===== config.mk =====
export PLATFORM = sky130hd
export DESIGN_NAME = multi_debouncer
export DESIGN_NICKNAME = d
export VERILOG_FILES = /design/src/rtl/multi_debouncer.sv
export SDC_FILE = /design/constraint.sdc
export NUM_CORES = 1
export LEC_CHECK = 0
export ABC_AREA = 0
export CORE_UTILIZATION = 51
export CTS_CLUSTER_SIZE = 40
export DETAILED_ROUTE_END_ITERATION = 8
export GPL_TIMING_DRIVEN = 0
export PLACE_DENSITY = 0.79
export SYNTH_ARGS = -nofsm -noshare
export SYNTH_HDL_FRONTEND = slang
export SYNTH_SLANG_ARGS = --single-unit

===== constraint.sdc =====
create_clock -name clk_div -period 1.47 [get_ports clk_div]
set_input_delay 0.294 -clock clk_div [delete_from_list [all_inputs] [get_ports clk_div]]
set_output_delay 0.294 -clock clk_div [all_outputs]
set_load 0.01 [all_outputs]

===== src/rtl/multi_debouncer.sv =====
// N-channel button debouncer: 2-FF synchroniser, stability filter, IDLE/PROC/DONE
// press FSM and per-channel press counter for each channel.
module multi_debouncer #(
    parameter int unsigned N_CH       = 4,
    parameter int unsigned STABLE_CNT = 4,
    parameter int unsigned CNT_WIDTH  = 4,
    parameter int unsigned SATURATE   = 0
) (
    input  logic                      clk_div,
    input  logic                      rst,
    input  logic [N_CH-1:0]           i_btn_in,
    input  logic                      i_clear,
    output logic [N_CH-1:0]           o_db_level,
    output logic [N_CH-1:0]           o_press_pulse,
    output logic [N_CH-1:0]           o_done_sig,
    output logic                      o_any_done,
    output logic [N_CH*CNT_WIDTH-1:0] o_count
);

    localparam int unsigned FW = (STABLE_CNT > 1) ? $clog2(STABLE_CNT) : 1;

    typedef enum logic [1:0] {
        StIdle = 2'b00,
        StProc = 2'b01,
        StDone = 2'b10
    } state_e;

    for (genvar g = 0; g < int'(N_CH); g++) begin : g_ch
        logic [1:0]           r_sync;
        logic [FW-1:0]        r_filt;
        logic                 r_db;
        state_e               r_state;
        logic [CNT_WIDTH-1:0] r_cnt;
        logic                 w_s;
        logic                 w_cnt_hold;

        assign w_s        = r_sync[1];
        assign w_cnt_hold = (SATURATE != 0) && (&r_cnt);

        // A level change is accepted only after STABLE_CNT consecutive differing samples.
        always_ff @(posedge clk_div or posedge rst) begin
            if (rst) begin
                r_sync <= 2'b00;
                r_filt <= '0;
                r_db   <= 1'b0;
            end else begin
                r_sync <= {r_sync[0], i_btn_in[g]};
                if (w_s == r_db) begin
                    r_filt <= '0;
                end else if (r_filt == FW'(STABLE_CNT - 1)) begin
                    r_db   <= w_s;
                    r_filt <= '0;
                end else begin
                    r_filt <= r_filt + FW'(1);
                end
            end
        end

        always_ff @(posedge clk_div or posedge rst) begin
            if (rst) begin
                r_state <= StIdle;
            end else begin
                case (r_state)
                    StIdle:  if (r_db) r_state <= StProc;
                    StProc:  r_state <= StDone;
                    StDone:  if (!r_db) r_state <= StIdle;
                    default: r_state <= StIdle;
                endcase
            end
        end

        // Clear wins over a coincident increment, so that press is dropped.
        always_ff @(posedge clk_div or posedge rst) begin
            if (rst) begin
                r_cnt <= '0;
            end else if (i_clear) begin
                r_cnt <= '0;
            end else if ((r_state == StProc) && !w_cnt_hold) begin
                r_cnt <= r_cnt + CNT_WIDTH'(1);
            end
        end

        assign o_db_level[g]                       = r_db;
        assign o_press_pulse[g]                    = (r_state == StProc);
        assign o_done_sig[g]                       = (r_state == StDone);
        assign o_count[g*CNT_WIDTH +: CNT_WIDTH]   = r_cnt;
    end

    assign o_any_done = |o_done_sig;

endmodule


==> qor.yml, run 1 <==
grt_pass1_wl_um: 6090
wirelength_um: 3390
layout_min_cycle_time_ns: 1.78
clk_pin_slew_ns: 0.07
rr_worst_depth: 6
final_cell_mix: "dfrtp_1, buf_4, dlygate4sd2_1, nor2_1, nor2b_1"
h-tree-depth: 2
worstSetupEndpointType: "output port"
final_common_cell: "dfrtp_1"
hold_path_class: "input pin to flip-flop"
peakVddDrop_mv: 0.967
wl_per_cell_um: 13.1
holdPathEnd: "g_ch[2].r_cnt[3]"
grt_pass1_vias: 1377
use_met3: 0.0511
syn_area_um2: 1880
synth_seq_area_share: 0.585
firstDrtPassIters: 4
ys_ff_latch: 44
status: "finished, violations left"
drv_cap: 0
grt_max_degree: 45
synth_warnings: 0
clock_path_buffers: 2
fin_nets: 228
violations: "setup timing"
drtIter0Drc: 38
yosys-top-cells-area: "dfrtp_1, ha_1, nor2b_1"
final.setup.worst_slack_ns: -0.310
required_ns: 1.18
numCtsBuffers: 5
hp-start: "i_clear"
antenna_found_initial: 0
rsz0062_at_grt: "yes"
clock_skew_ns: 0.00599
cts_root_buffer: "clkbuf_8"
power_leakage_nw: 1.40
postSynthCellCount: 144
n_antenna_cell: 0
postSynthAreaPerCell_um2: 13.1
dp_hpwl_um: 2180
max_freq_ghz: 0.562
ctsHoldBuffers: 0
pwr_density_cell_nw_per_um2: 1740
fillers: 208
die_area_um2: 3940
critPathMaxStageDelay_ns: 0.50
drive_above_1_share: 0.338
remaining_drc_errors: 0
crit_start: "g_ch[3].r_state[1]"
path_cells: "nor2b_4, or4_1, buf_2"
start_kind: "flip-flop"
yosys.area.top_type: "dfrtp_1"
met2_usage: 0.360
num_vias: 1249
grt.busiest_layer: "met2"
met1_usage: 0.228
grt_overflow: 0
cp_max_fo: 2
synth_top_area_frac: 0.585
cts_tree: "done"
area_growth_pct: 39.2
port_buffers: 34
r2r_end: "g_ch[3].r_cnt[3]"
power_w: 0.00457
drv_slew: 0
fp.dieW_um: 62.7
gp_congestion: 0.758
clk_latency_ns: 0.29
r2r-start: "g_ch[3].r_state[1]"
reg2reg_slack_ns: 0.06
via_per_inst: 4.82
initial_core_util: 0.547
finalSetupViolCount: 2
design.core.area_um2: 3440
tightest_slew_ns: 0.865
synth_nets: 159
finalHoldViolCount: 0
min_delay_path_depth: 2
finalCritPeriodShare: 1.21
path_class: "flip-flop to output port"
cts.sinks: 44
cp.arrival_ns: 1.49
ant_nets: 0
place_ws_ns: -0.431
crit_slowest_cell: "or4_1"
grt_usage: 0.202
rows: 21
finalSetupTns_ns: -0.384
final_core_util: 0.761
die_h_um: 62.7
slew_headroom: 0.422
io_pins: 36
yosysUniqueCellTypes: 29
[area by class of cell]
| class | count | area, µm² | area share |
|---|---|---|---|
| plain buffers | 8 | 61.3 | 0.0234 |
| clock buffers | 7 | 96.3 | 0.0368 |
| inverters | 2 | 7.51 | 0.00287 |
| multi-input cells | 88 | 736 | 0.281 |
| flip-flops and latches | 44 | 1110 | 0.422 |
| well taps | 46 | 57.6 | 0.0220 |
| repair buffers | 64 | 556 | 0.212 |
[power breakdown]
part	switching, W	total [W]	internal (W)
clock network	0.000367	0.000785	0.000418
registers	0.000195	0.00172	0.00152
logic	0.000830	0.00207	0.00124
[cells by family (layout without fill, tap and decap cells)]
group / after synthesis / after routing / synth area share
simple gates: 51 / 51 / 0.170
flops: 44 / 44 / 0.585
xor+xnor: 12 / 12 / 0.0559
buf+inv: 12 / 81 / 0.0432
mux: 11 / 11 / 0.0691
fa+ha+maj: 8 / 8 / 0.0532
compound gates: 6 / 6 / 0.0233
[timing repair]
action	CTS	global route
endpoints found under the setup margin	28	11
pin swaps	1	1
setup buffers	23	8
gates resized for setup	57	13
[cell usage after synthesis (all sizes together)]
| cell | instances |
|---|---|
| mux2i | 4 |
| nor3 | 4 |
| nand3b | 4 |
| a21o | 5 |
| nand4 | 3 |
| and3 | 1 |
| and2b | 4 |
| buf | 10 |
| nand3 | 1 |
| inv | 2 |
| dfrtp | 44 |
| mux2 | 7 |
| or4 | 1 |
| ha | 8 |
| nor3b | 1 |
| xor2 | 4 |
| nor2 | 15 |
| xnor2 | 8 |
| a21oi | 1 |
| nor2b | 17 |
[worst max-delay path by stage]
| stage | endpoint | slack, ns | depth (start not counted) |
|---|---|---|---|
| 3_5_place_dp | o_any_done | -0.43 | 3 |
| 2_1_floorplan | o_any_done | 0.03 | 2 |
| 3_3_place_gp | g_ch[3].r_cnt[3] | -0.63 | 2 |
| 6_report | o_any_done | -0.31 | 3 |
| 4_1_cts | o_any_done | -0.30 | 3 |
| 5_1_grt | o_any_done | -0.33 | 3 |
[routing by layer]
| metal | up-vias | part of all wire |
|---|---|---|
| met5 | - | 0 |
| met4 | 0 | 0.020 |
| met3 | 9 | 0.033 |
| met2 | 28 | 0.53 |
| met1 | 606 | 0.42 |
| li1 | 606 | - |
[flip-flops by register name, indices dropped and copies added, names as in the netlist]
| register | count |
|---|---|
| g_ch.r_state | 8 |
| g_ch.r_filt | 8 |
| g_ch.r_sync | 8 |
| g_ch.r_cnt | 16 |
| g_ch.r_db | 4 |
[stage by stage]
step	cell area, µm²	hold slack, ns	cells
finish	2620	0.288	259
global route	2620	0.302	259
CTS	2530	0.284	253
detailed placement	2280	0.335	224
global placement	2280	0.333	224
floorplan	1880	0.325	144
[worst max-delay path, delay by kind of cell (launching register included)]
kind | cells | cell delay [ns]
DFF | 1 | 0.41
buffers and inverters | 1 | 0.16
and+or+nand+nor | 2 | 0.63
Power figures use the tool's default switching activity.
==> run 2: changes to the inputs <==
CORE_UTILIZATION = 53   (was 51)
CTS_BUF_LIST = sky130_fd_sc_hd__clkbuf_8   (was unset)
PLACE_DENSITY = 0.81   (was 0.79)
==> qor.yml, run 2 (synthesis results as in run 1) <==
min_delay_path_depth: 2  # unchanged
pwr_density_cell_nw_per_um2: 1750  # +0.13%
slew_headroom: 0.413  # -0.00965
rsz0062_at_grt: "yes"
fp.dieW_um: 61.6  # -1.8%
p_switching_w: 0.00138  # -0.97%
use_met3: 0.0693  # +0.0182
violations: "setup timing"
cp_max_fo: 2  # unchanged
worstSetupEndpointType: "output port"
clock_skew_ns: 0.00576  # -0.000224 ns
wirelength_um: 3640  # +7.5%
remaining_drc_errors: 0  # unchanged
num_vias: 1257  # +0.64%
numCtsBuffers: 5  # unchanged
layout_min_cycle_time_ns: 1.81  # +0.0334 ns
finalCritPeriodShare: 1.23  # +0.0227
peakVddDrop_mv: 1.07  # +11%
dp_hpwl_um: 2320  # +6.3%
p_sw_frac: 0.311  # +0.00647
tightest_slew_ns: 0.880  # +0.0145 ns
fillers: 257  # +24%
grt_pass1_vias: 1310  # -4.9%
clock_path_buffers: 2  # unchanged
final.setup.worst_slack_ns: -0.343  # -0.0334 ns
grt_usage: 0.220  # +0.0181
largest_reg_flops: 16  # unchanged
grt_max_degree: 45  # unchanged
met2_usage: 0.396  # +0.0363
power_leakage_nw: 1.38  # -1.4%
n_antenna_cell: 0  # unchanged
top_register: "g_ch.r_cnt"
drive_above_1_share: 0.306  # -0.0318
firstDrtPassIters: 4  # unchanged
clk_latency_ns: 0.29  # about the same
antenna_found_initial: 0  # unchanged
gp_congestion: 0.724  # -4.5%
design.core.area_um2: 3360  # -2.3%
path_class: "flip-flop to output port"
drv_slew: 0  # unchanged
final_common_cell: "dfrtp_1"
io_pins: 36  # unchanged
cts_root_buffer: "clkbuf_8"
area_growth_pct: 34.8
grt_overflow: 0  # unchanged
clk_pin_slew_ns: 0.08  # about the same
port_buffers: 34  # unchanged
combPwrFrac: 0.443  # -0.010
initial_core_util: 0.560  # +0.0128
wl_per_cell_um: 14.3  # +9.2%
final_cell_mix: "dfrtp_1, buf_4, dlygate4sd2_1, nor2_1, nor2b_1"
cts_tree: "done"
rr_worst_depth: 6  # unchanged
hold_path_class: "input pin to flip-flop"
power_w: 0.00443  # -3.0%
fin_nets: 223  # -2.2%
seq_power_share: 0.390  # +0.014
ant_nets: 0  # unchanged
register_area_um2: 1100  # -0.34%
dp.cells: 224  # unchanged
die_h_um: 61.6  # -1.8%
grt.busiest_layer: "met2"
p_clk_frac: 0.167  # -0.005
drv_cap: 0  # unchanged
finalHoldViolCount: 0  # unchanged
finalSetupViolCount: 1  # -1
required_ns: 1.18  # about the same
met1_usage: 0.242  # +0.0137
stdcell_count: 255  # -1.5%
p_int_w: 0.00306  # -3.9%
start_kind: "flip-flop"
die_area_um2: 3790  # -3.7%
rows: 21  # unchanged
grt_pass1_wl_um: 5750  # -5.7%
cts.sinks: 44  # unchanged
cp.arrival_ns: 1.52  # +0.03 ns
via_per_inst: 4.93  # +2.2%
status: "finished, violations left"
multi_input_area_um2: 713  # -3.1%
h-tree-depth: 2  # unchanged
drtIter0Drc: 22  # -42%
max_freq_ghz: 0.552  # -1.8%
-- run 2: cell count changes in the layout (fill, tap and decap cells not counted), sizes merged --
cell,delta
dlymetal6s2s,+1
buf,-5
inv,+2
clkdlybuf4s15,-2
-- run 2: per-stage QoR --
stage	setup TNS, ns	hold WS (ns)	area, µm²	setup WS, ns	util
finish	-0.343	0.308	2540	-0.343	0.754
CTS	-1.02	0.294	2510	-0.372	0.746
global placement	-26.92	0.334	2280	-0.601	0.678
floorplan	0	0.325	1880	0.0261	-
global route	-0.462	0.317	2540	-0.382	0.754
detailed placement	-0.685	0.341	2280	-0.452	0.678
-- run 2: repair_timing --
action                                  in CTS  in global routing
resized for setup                           52                 10
setup buffers                               21                  4
hold buffers                                 0                  0
endpoints found under the setup margin      29                  9
endpoints found under the hold margin        0                  0
pin swaps                                    0                  1
cloned                                       0                  0
-- run 2: worst paths after layout --
check,startpoint,endpoint,slack (ns)
setup reg to reg,g_ch[0].r_state[1],g_ch[0].r_cnt[3],0.07
min in group asynchronous,rst,g_ch[0].r_sync[1],0.51
max in group asynchronous,rst,g_ch[3].r_state[1],0.36
hold / removal,i_clear,g_ch[3].r_cnt[2],0.31
setup / recovery,g_ch[3].r_state[1],o_any_done,-0.34
hold reg to reg,g_ch[2].r_sync[0],g_ch[2].r_sync[1],0.36
-- run 2: final cells by class --
type,count,share of cell area
inverter,2,0.00296
clock buffer,6,0.0325
timing repair buffer,58,0.196
sequential,44,0.434
buffer,9,0.0271
tap,46,0.0227
multi-input combinational,88,0.281
clock inverter,2,0.00296
-- run 2: layer usage --
metal | share of wire | up-vias
li1 | - | 596
met1 | 0.41 | 621
met2 | 0.54 | 36
met3 | 0.044 | 4
met4 | 0.011 | 0
met5 | 0 | -
-- run 2: power groups by stage --
stage / clock network [W] / registers [W] / logic [W]
after floorplan: 0 / 0.00179 / 0.000957
after global placement: 0 / 0.00180 / 0.00151
after detailed placement: 0 / 0.00184 / 0.00158
after CTS: 0.000768 / 0.00171 / 0.00189
after global routing: 0.000816 / 0.00176 / 0.00214
final: 0.000739 / 0.00173 / 0.00196
-- run 2: critical path: stages (launching register included) --
cell	delay (ns)
dfrtp_2	0.41
nor2b_2	0.17
or4_4	0.52
buf_6	0.14
==> run 3: changes to the inputs <==
CORE_UTILIZATION = 50   (was 53)
PLACE_DENSITY = 0.77   (was 0.81)
==> qor.yml, run 3 (synthesis results as in run 1) <==
final_cell_mix: "dfrtp_1, buf_4, dlygate4sd2_1, nor2_1, nor2b_1"
crit_slowest_cell: "or4_4"
clock_path_buffers: 2  # unchanged
dp.cells: 224  # unchanged
reg2reg_slack_ns: 0.07  # about the same
port_buffers: 34  # unchanged
rsz0062_at_grt: "yes"
die_area_um2: 4010  # +5.8%
wl_per_cell_um: 14.0  # -2.2%
fillers: 278  # +8.2%
grt_overflow: 0  # unchanged
wirelength_um: 3480  # -4.5%
dp_hpwl_um: 2460  # +6.3%
antenna_found_initial: 0  # unchanged
grt_usage: 0.203  # -0.0167
cp.arrival_ns: 1.49  # -0.03 ns
holdPathEnd: "g_ch[2].r_cnt[3]"
min_delay_path_depth: 2  # unchanged
r2r-start: "g_ch[1].r_state[1]"
pwr_density_cell_nw_per_um2: 1740  # -0.47%
via_per_inst: 5.02  # +1.8%
io_pins: 36  # unchanged
firstDrtPassIters: 4  # unchanged
path_cells: "and2b_4, or4_4, buf_6"
cts.sinks: 44  # unchanged
final_common_cell: "dfrtp_1"
stdcell_count: 249  # -2.4%
critPathMaxStageDelay_ns: 0.51  # about the same
tightest_slew_ns: 0.871  # -0.00860 ns
ant_nets: 0  # unchanged
gp_congestion: 0.716  # -1.0%
status: "finished, violations left"
num_vias: 1249  # -0.64%
die_h_um: 63.4  # +2.9%
n_antenna_cell: 0  # unchanged
finalCritPeriodShare: 1.21  # -0.0195
grt_pass1_wl_um: 6040  # +5.2%
initial_core_util: 0.543  # -0.0170
peakVddDrop_mv: 1.23  # +15%
final.setup.worst_slack_ns: -0.314  # +0.0287 ns
cts_root_buffer: "clkbuf_8"
clk_latency_ns: 0.28  # about the same
layout_min_cycle_time_ns: 1.78  # -0.0287 ns
rr_worst_depth: 5  # -1
finalHoldViolCount: 0  # unchanged
fin_nets: 220  # -1.3%
fp.dieW_um: 63.4  # +2.9%
r2r_end: "g_ch[1].r_cnt[3]"
drv_slew: 0  # unchanged
slew_headroom: 0.418  # +0.00574
multi_input_area_um2: 721  # +1.1%
design.core.area_um2: 3470  # +3.1%
area_growth_pct: 33.4
clk_pin_slew_ns: 0.07  # about the same
holdWs_ns: 0.289  # -0.0197 ns
drtIter0Drc: 34  # +55%
cts_tree: "done"
numCtsBuffers: 5  # unchanged
h-tree-depth: 2  # unchanged
rows: 21  # unchanged
max_freq_ghz: 0.560  # +1.6%
drv_cap: 0  # unchanged
hold_path_class: "input pin to flip-flop"
finalSetupViolCount: 1  # unchanged
power_leakage_nw: 1.35  # -2.1%
remaining_drc_errors: 0  # unchanged
cp_max_fo: 2  # unchanged
required_ns: 1.18  # about the same
ctsHoldBuffers: 0  # unchanged
register_area_um2: 1100  # unchanged
largest_reg_flops: 16  # unchanged
grt_max_degree: 45  # unchanged
worstSetupEndpointType: "output port"
violations: "setup timing"
start_kind: "flip-flop"
top_register: "g_ch.r_cnt"
drive_above_1_share: 0.305  # -0.000801
grt_pass1_vias: 1314  # +0.31%
clock_skew_ns: 0.00161  # -0.00415 ns
path_class: "flip-flop to output port"
hp-start: "i_clear"
run 3: how the worst max path moves through the flow:
stage,from,to,cells past startpoint
6_report,g_ch[0].r_state[1],o_any_done,3
5_1_grt,g_ch[0].r_state[1],o_any_done,3
4_1_cts,g_ch[0].r_state[1],o_any_done,3
3_5_place_dp,g_ch[3].r_state[1],o_any_done,3
3_3_place_gp,rst,g_ch[3].r_cnt[3],2
2_1_floorplan,g_ch[3].r_state[1],o_any_done,2
run 3: cell type report:
cell class / count / share of cell area
Buffer: 9 / 0.0274
Clock buffer: 5 / 0.0274
Inverter: 2 / 0.00299
Multi-Input combinational cell: 88 / 0.287
Sequential cell: 44 / 0.439
Tap cell: 46 / 0.0229
Timing Repair Buffer: 55 / 0.193
run 3: metal layers:
metal  global-route usage  vias up  routed length, µm
met1                0.223      623               1310
met5                    0        -                  0
met3               0.0598        7                157
met2                0.370       34               1960
met4               0.0682        0                 49
li1                     -      585                  -
run 3: critical path, delay by kind of cell (launching register included):
kind	cells	cell delay, ns
simple gates	2	0.68
flops	1	0.38
buf+inv	1	0.14
run 3: through the flow:
step / worst slack (ns) / TNS, ns / total power (W) / util / area, µm²
detailed placement: -0.449 / -0.665 / 0.00343 / 0.657 / 2280
floorplan: 0.0261 / 0 / 0.00275 / - / 1880
global placement: -0.603 / -26.94 / 0.00331 / 0.657 / 2280
CTS: -0.339 / -0.392 / 0.00428 / 0.710 / 2460
global route: -0.357 / -0.393 / 0.00466 / 0.724 / 2510
finish: -0.314 / -0.314 / 0.00436 / 0.724 / 2510
run 3: timing repair:
item	CTS	global route
setup buffers	18	3
gates resized for setup	52	13
pin swaps	1	0
setup endpoints to repair	28	11
gates cloned	0	0
run 3: power breakdown:
| group | switching (W) | leakage [nW] | internal, W | total, W |
|---|---|---|---|---|
| Sequential | 0.000188 | 0.567 | 0.00152 | 0.00171 |
| Combinational | 0.000821 | 0.751 | 0.00119 | 0.00201 |
| Clock | 0.000341 | 0.0359 | 0.000306 | 0.000647 |
